### config.mk
export PLATFORM = sky130hd
export DESIGN_NAME = cal_responder
export DESIGN_NICKNAME = d
export VERILOG_FILES = /design/src/rtl/cal_responder.sv
export SDC_FILE = /design/constraint.sdc
export NUM_CORES = 1
export LEC_CHECK = 0
export CORE_MARGIN = 4
export CORE_UTILIZATION = 51
export DETAILED_ROUTE_END_ITERATION = 6
export PLACE_DENSITY = 0.77
export SKIP_CTS_REPAIR_TIMING = 1
export SLEW_MARGIN = 10
export SYNTH_ARGS = -nofsm -noshare
export SYNTH_HDL_FRONTEND = slang
export SYNTH_SLANG_ARGS = --single-unit
### constraint.sdc
create_clock -name CLK -period 2.4 [get_ports CLK]
set_input_delay 0.24 -clock CLK [delete_from_list [all_inputs] [get_ports CLK]]
set_output_delay 0.24 -clock CLK [all_outputs]
set_load 0.03 [all_outputs]
### src/rtl/cal_responder.sv
// rtl/cal_responder.sv - MBINIT_CAL responder: answers a remote CAL_Done request over the sideband
module cal_responder #(
  parameter int SB_MSG_WIDTH   = 4,
  parameter int TIMEOUT_CYCLES = 8000
) (
  input  logic                    CLK,
  input  logic                    rst_n,
  input  logic                    i_MBINIT_PARAM_end,
  input  logic                    i_Busy_SideBand,
  input  logic                    i_falling_edge_busy,
  input  logic [SB_MSG_WIDTH-1:0] i_RX_SbMessage,
  input  logic                    i_msg_valid,
  output logic [SB_MSG_WIDTH-1:0] o_TX_SbMessage,
  output logic                    o_ValidOutData_Partner,
  output logic                    o_MBINIT_CAL_Partner_end,
  output logic                    o_cal_timeout
);

  localparam int CW = $clog2(TIMEOUT_CYCLES + 1);
  localparam logic [SB_MSG_WIDTH-1:0] MSG_CAL_DONE_REQ  = SB_MSG_WIDTH'(1);
  localparam logic [SB_MSG_WIDTH-1:0] MSG_CAL_DONE_RESP = SB_MSG_WIDTH'(2);
  localparam logic [CW-1:0]           CNT_LAST          = CW'(TIMEOUT_CYCLES - 1);

  typedef enum logic [2:0] {
    IDLE      = 3'd0,
    WAIT_REQ  = 3'd1,
    WAIT_BUS  = 3'd2,
    SEND_RESP = 3'd3,
    DONE      = 3'd4,
    ERROR     = 3'd5
  } state_t;

  state_t        state;
  state_t        next_state;
  logic [CW-1:0] timeout_cnt;
  logic          req_hit;

  assign req_hit = i_msg_valid && (i_RX_SbMessage == MSG_CAL_DONE_REQ);

  // Dropping enable aborts from anywhere; a request outranks the timeout.
  always_comb begin
    next_state = state;
    if (state != IDLE && !i_MBINIT_PARAM_end) begin
      next_state = IDLE;
    end else begin
      case (state)
        IDLE:      if (i_MBINIT_PARAM_end) next_state = WAIT_REQ;
        WAIT_REQ: begin
          if (req_hit)                       next_state = i_Busy_SideBand ? WAIT_BUS : SEND_RESP;
          else if (timeout_cnt == CNT_LAST)  next_state = ERROR;
        end
        WAIT_BUS:  if (!i_Busy_SideBand)     next_state = SEND_RESP;
        SEND_RESP: if (i_falling_edge_busy)  next_state = DONE;
        DONE:      next_state = DONE;
        ERROR:     next_state = ERROR;
        default:   next_state = IDLE;
      endcase
    end
  end

  // Outputs decode next_state so they move on the same edge as the state.
  always_ff @(posedge CLK or negedge rst_n) begin
    if (!rst_n) begin
      state                    <= IDLE;
      timeout_cnt              <= '0;
      o_TX_SbMessage           <= '0;
      o_ValidOutData_Partner   <= 1'b0;
      o_MBINIT_CAL_Partner_end <= 1'b0;
      o_cal_timeout            <= 1'b0;
    end else begin
      state <= next_state;
      if (state == WAIT_REQ && next_state == WAIT_REQ) timeout_cnt <= timeout_cnt + CW'(1);
      else                                             timeout_cnt <= '0;
      o_TX_SbMessage           <= (next_state == SEND_RESP) ? MSG_CAL_DONE_RESP : '0;
      o_ValidOutData_Partner   <= (next_state == SEND_RESP);
      o_MBINIT_CAL_Partner_end <= (next_state == DONE);
      o_cal_timeout            <= (next_state == ERROR);
    end
  end

endmodule

==> metrics.txt, run 1 <==
Syn. warnings 0; Reg clk slew, reported paths around 0.1 ns; EDFF count, synth 0; worst-margin pin slew ~0.77 ns; layout cell share with drive strength beyond 1 0.0603; pins over their slew limit 0; Post-route DRC 0; CP startpoint kind flop; net switching power 0.000212 W; Worst EP required between 2 and 3 ns; synth unique cells 33; DR vias between 700 and 800; top cell type's share of synthesized area 0.483; status completed; area leader, netlist dfrtp_1; final hold vios 0; port bufs 13; clock root cell clkbuf_4; CTS tree yes; unrepaired setup endpoints after global routing false; sequential area share after synthesis 0.483; total die area 0.00269 sq mm; Hold Path Class in2async; vias in the first global route slightly below 700; core region area approximately 0.0018 sq mm; Clock power frac 0.221; Multi-input gate area ~460 sq um; HPWL after DPL about 1.3 mm; CP Cell Sequence ha_1 -> nand2_1 -> or4_1 -> or2b_1 -> nor2_1; post-synthesis instance total 102; post-DR wirelength/cell ~12 microns; Via density ~5.2; synthesized flop and latch total 19; Logic pwr share 0.245; diodes inserted 0; Max-Cap Viols 0; first-pass GRT wire length 2.92 mm; grt ovf 0; Mapped Area just under 0.001 sq mm; clock sink total 19; PD cells 603 mW/mm^2; final setup fails 0; pin count of the biggest net entering global routing 20; # fillers 149; drt pass-1 iters 4; Async S/R FF share, synth 1.00; Final Wtd Congestion ~0.79; ANT nets after route 0; initial core utilization 0.552; maximum clock rate between 0.5 and 0.6 GHz; Top FF cell, synth dfrtp_1; worst skew pair latency 0.29 ns; Worst Setup End Kind flop; Slew Limit Headroom 0.483; nets@finish 128; hold_ws between 0.3 and 0.4 ns; Final Cycle Share 0.774; drt initial violations 18; die span in y a little over 50 microns; Worst Path Max Fanout 10; sequential cell area roughly 480 sq um; Die Wd slightly above 50 microns; mean post-synth cell area 9.64 sq um; Crit path max-delay family simple AND/OR/NAND/NOR gates; P_leak around 0.44 nW; Worst VDD drop ~0.00036 V; CP max-delay cell or4_1; WP data arrival about 2.0 ns; Sw Ratio 0.307; initial antenna violation count 0; Crit Path Class reg2reg; htree depth 1; Buf/Inv on CP 0; clk_skew about 0.0063 ns; area growth from synthesis to layout 16.3%; min cycle time layout about 1.9 ns; Rows 15; clk buf depth 2; GRT Util Overall 0.148; cell internal pwr around 0.00048 W; ranking of synthesized cells by area dfrtp_1 48%, xnor2_1 8.0%, nor2_1 7.6%; total negative slack 0 ns; Crit path largest cell delay between 0.5 and 0.6 ns; Detailed Route WL about 1.7 mm; CTS buffer count 3; share of total power in sequential cells 0.535; I/O pin cnt 17
==> worst paths after layout <==
path                                 from        endpoint  slack, ns  cells after the start
min reg2reg                timeout_cnt[0]  timeout_cnt[0]       0.50                      1
min                                 rst_n        state[0]       0.39                      1
min in group CLK           timeout_cnt[0]  timeout_cnt[0]       0.50                      1
max in group asynchronous           rst_n  timeout_cnt[6]       1.52                      1
max reg2reg                timeout_cnt[0]  timeout_cnt[5]       0.54                      5
max                        timeout_cnt[0]  timeout_cnt[5]       0.54                      5
==> logic make-up after synthesis <==
logic type / Yosys count / synth area share
other: 1 / 0.00381
buffers and inverters: 10 / 0.0547
muxes: 1 / 0.0114
DFF: 19 / 0.483
and+or+nand+nor: 49 / 0.257
adders and majority gates: 1 / 0.0127
xor gates and xnor gates: 11 / 0.0980
AOI/OAI and AO/OA: 10 / 0.0789
==> through the flow <==
| step | std cells | worst slack, ns | power [W] | util | area [sq um] |
|---|---|---|---|---|---|
| 2_1_floorplan | 104 | 0.716 | 0.000498 | - | 991 |
| 3_3_place_gp | 137 | 0.317 | 0.000543 | 0.627 | 1120 |
| 3_5_place_dp | 137 | 0.295 | 0.000544 | 0.627 | 1120 |
| 4_1_cts | 141 | 0.536 | 0.000696 | 0.641 | 1140 |
| 5_1_grt | 141 | 0.388 | 0.000733 | 0.641 | 1140 |
| 6_report | 141 | 0.543 | 0.000689 | 0.641 | 1140 |
==> cells in the mapped netlist (2+ instances only) <==
cell and number:
buf_4 4, inv_1 5, nand4_1 2, nor2_1 20, nor4_1 2, xor2_1 2
nand2b_1 3, o21bai_1 2, nor3_1 4, dfrtp_1 19, nand2_1 5, nand3_1 4
nor2b_1 2, xnor2_1 9
==> cell type report <==
| class | count | area share |
|---|---|---|
| Inverter | 5 | 0.0164 |
| Multi-Input combinational cell | 75 | 0.404 |
| Sequential cell | 19 | 0.416 |
| Timing Repair Buffer | 13 | 0.114 |
| Tap cell | 25 | 0.0274 |
| Clock buffer | 4 | 0.0230 |
==> sequential cells by signal, indices dropped and copies added (netlist names) <==
name,flops
o_TX_SbMessage,1
timeout_cnt,13
state,3
o_MBINIT_CAL_Partner_end,1
o_cal_timeout,1
==> power groups by stage <==
| stage | combinational (W) | sequential [W] | clock, W |
|---|---|---|---|
| after global placement | 0.000169 | 0.000374 | 0 |
| after global routing | 0.000188 | 0.000374 | 0.000171 |
| after detailed placement | 0.000169 | 0.000375 | 0 |
| final | 0.000169 | 0.000369 | 0.000152 |
| after floorplan | 0.000123 | 0.000375 | 0 |
| after CTS | 0.000170 | 0.000368 | 0.000158 |
==> layer usage <==
layer	track usage	wire length, microns	up-vias
met5	0	0	-
met4	0.0262	14	0
met3	0.0602	106	4
met2	0.224	726	19
met1	0.201	807	340
li1	-	-	370
==> placed cells by master, fill, tap and decap left out, drive strengths merged <==
cell type	synthesis	routed
xor2	2	2
nand2	5	5
nor3	4	4
o41a	1	1
a21oi	1	1
o21a	1	1
nor2	20	20
ha	1	1
nor2b	2	2
o31a	1	1
mux2	1	1
conb	1	3
o2bb2ai	1	1
inv	5	5
xnor2	9	9
o2111ai	1	1
clkbuf	0	4
nor3b	1	1
dfrtp	19	19
o21ai	1	1
clkdlybuf4s50	0	13
a22oi	1	1
nand3	5	5
or3b	2	2
or4	1	1
nand2b	3	3
nor4	3	3
o21bai	2	2
nand4	2	2
or2b	1	1
Note: power is estimated with default switching activity, not from simulation.
==> run 2, diff against run 1 <==
--- a/config.mk
+++ b/config.mk
@@ -6,9 +6,9 @@
 export NUM_CORES = 1
 export LEC_CHECK = 0
 export CORE_MARGIN = 4
-export CORE_UTILIZATION = 51
+export CORE_UTILIZATION = 46
 export DETAILED_ROUTE_END_ITERATION = 6
-export PLACE_DENSITY = 0.77
+export PLACE_DENSITY = 0.74
 export SKIP_CTS_REPAIR_TIMING = 1
 export SLEW_MARGIN = 10
 export SYNTH_ARGS = -nofsm -noshare
==> constraint.sdc (replaced) <==
create_clock -name CLK -period 1.5 [get_ports CLK]
set_input_delay 0.15 -clock CLK [delete_from_list [all_inputs] [get_ports CLK]]
set_output_delay 0.15 -clock CLK [all_outputs]
set_load 0.03 [all_outputs]
==> run 2 against run 1 <==
Net effect:
- the run now ends with negative setup slack left
- final area is 19% higher
- highest routed layer unchanged
- sequential power increased by 59%
- setup slack worse by 0.79 ns
- cell count rose by 18%
- combinational power increased by 140%
- maximum frequency grew 6.3%
- non-clock buffer count grew 23
- utilization is 3.8 points higher
- clock skew is 0.0017 ns higher
- largest power group unchanged
- global-route usage increased by 1.5 points
- clock power increased by 61%
- wire length up 32%
==> metrics.txt, run 2 (synthesis gave the netlist of run 1 again) <==
Worst Setup End Kind flop; drt pass-1 iters 4; min cycle time layout 1.75 ns; max FFs per register 13; post-DR wirelength/cell ~13 microns; ANT nets after route 0; DR vias 831; Crit path max-delay family simple AND/OR/NAND/NOR gates; CP Cell Sequence or3b_1 -> or4_4 -> o31a_1 -> nor4_2; Buf/Inv on CP 0; share of total power in sequential cells 0.473; Detailed Route WL between 2 and 2.5 mm; vias in the first global route roughly 790; CP startpoint kind flop; CTS tree yes; diodes inserted 0; unrepaired setup endpoints after global routing true; pin count of the biggest net entering global routing 20; initial core utilization 0.491; core region area between 0.002 and 0.0025 sq mm; Clock power frac 0.197; Die Wd approximately 54 microns; Post-Layout Cell Count 166; nets@finish 151; I/O pin cnt 17; worst skew pair latency between 0.2 and 0.3 ns; final hold vios 0; total die area just under 0.003 sq mm; clock root cell clkbuf_4; Biggest register timeout_cnt; Via density 5.01; clock sink total 19; grt ovf 0; Crit Path Class reg2reg; Rows 16; Logic pwr share 0.331; PD cells around 900 mW/mm^2; initial antenna violation count 0; commonest non-fill, non-tap cell in the layout buf_4; Worst Path Max Fanout 3; violated checks negative setup slack; Sw Ratio 0.315; P_leak approximately 0.60 nW; total negative slack -3.15 ns; first-pass GRT wire length 3.41 mm; clk_skew roughly 0.0080 ns; Reg clk slew, reported paths about 0.10 ns; Max-Cap Viols 0; Worst VDD drop 0.000939 V; CP max-delay cell or4_4; Worst EP required approximately 1.7 ns; Final Cycle Share 1.16; Post-route DRC 0; HPWL after DPL 1.66 mm; WP data arrival roughly 1.9 ns; status finished, violations left; cell internal pwr 0.000849 W; Setup WS post-layout -0.246 ns; Top Registers timeout_cnt (13), state (3); Final Wtd Congestion between 0.8 and 0.9; most frequent cells in the layout 21 x buf_4, 19 x dfrtp_1, 11 x nor2_1, 11 x clkdlybuf4s50_1; layout cell share with drive strength beyond 1 0.295; Crit path largest cell delay ~0.43 ns; port bufs 13; htree depth 1; pins over their slew limit 0; final setup fails 15; Hold Path Class in2async; CTS buffer count 3; drt initial violations 15; net switching power around 0.00039 W; die span in y 54.2 microns; area growth from synthesis to layout 38.3%; clk buf depth 2; maximum clock rate 0.573 GHz; GRT Util Overall 0.163; dpl cells between 150 and 200
==> run 2: cell types whose count changed in the layout (fill, tap and decap cells not counted), moves of 2 or more <==
cell,delta
buf_4,+21
buf_6,+2
clkdlybuf4s50_1,-2
dlymetal6s2s_1,+2
nor2_1,-9
nor2_2,+9
==> run 2: power groups by stage <==
stage / sequential (W) / combinational (W) / clock (W)
finish: 0.000585 / 0.000409 / 0.000244
global placement: 0.000592 / 0.000364 / 0
global route: 0.000590 / 0.000450 / 0.000281
floorplan: 0.000601 / 0.000209 / 0
detailed placement: 0.000595 / 0.000374 / 0
CTS: 0.000585 / 0.000376 / 0.000253
==> run 2: path summary, 6_finish.rpt <==
check | slack (ns) | start | cells after the start | to
worst max-delay path | -0.25 | timeout_cnt[6] | 4 | o_MBINIT_CAL_Partner_end
worst min-delay path | 0.19 | rst_n | 2 | timeout_cnt[3]
worst max register to register | -0.25 | timeout_cnt[6] | 4 | o_MBINIT_CAL_Partner_end
worst min register to register | 0.56 | timeout_cnt[0] | 2 | timeout_cnt[0]
max in group asynchronous | 1.11 | rst_n | 2 | o_cal_timeout
min in group CLK | 0.52 | i_MBINIT_PARAM_end | 2 | state[1]
==> run 2: final cells by class <==
class                      count  area (sq um)
multi-input combinational     75           490
fill                         151           642
tap                           27          33.8
inverter                       5          18.8
clock buffer                   4          26.3
sequential                    19           475
timing repair buffer          36           315
==> run 2: worst reg2reg max path, cell delays in order, from the launching register on <==
cell,delay [ns]
dfrtp_1,0.39
or3b_1,0.38
or4_4,0.43
o31a_1,0.31
nor4_2,0.16
==> run 2: layer usage <==
metal / routed length [microns] / part of all wire / global-route usage / vias up
met2: 1140 / 0.52 / 0.291 / 15
met5: 0 / 0 / 0 / -
met1: 918 / 0.42 / 0.201 / 400
li1: - / - / - / 414
met3: 92 / 0.042 / 0.0163 / 2
met4: 25 / 0.011 / 0.0622 / 0
==> run 2: metrics by stage <==
| step | util | area [sq um] | power, W | setup slack, ns | hold slack [ns] |
|---|---|---|---|---|---|
| final | 0.679 | 1360 | 0.00124 | -0.246 | 0.192 |
| after global routing | 0.679 | 1360 | 0.00132 | -0.354 | 0.196 |
| after CTS | 0.660 | 1320 | 0.00121 | -0.268 | 0.189 |
| after detailed placement | 0.647 | 1290 | 0.000969 | -0.498 | 0.502 |
| after global placement | 0.647 | 1290 | 0.000956 | -0.426 | 0.493 |
| after floorplan | - | 1000 | 0.000811 | -0.135 | -0.146 |
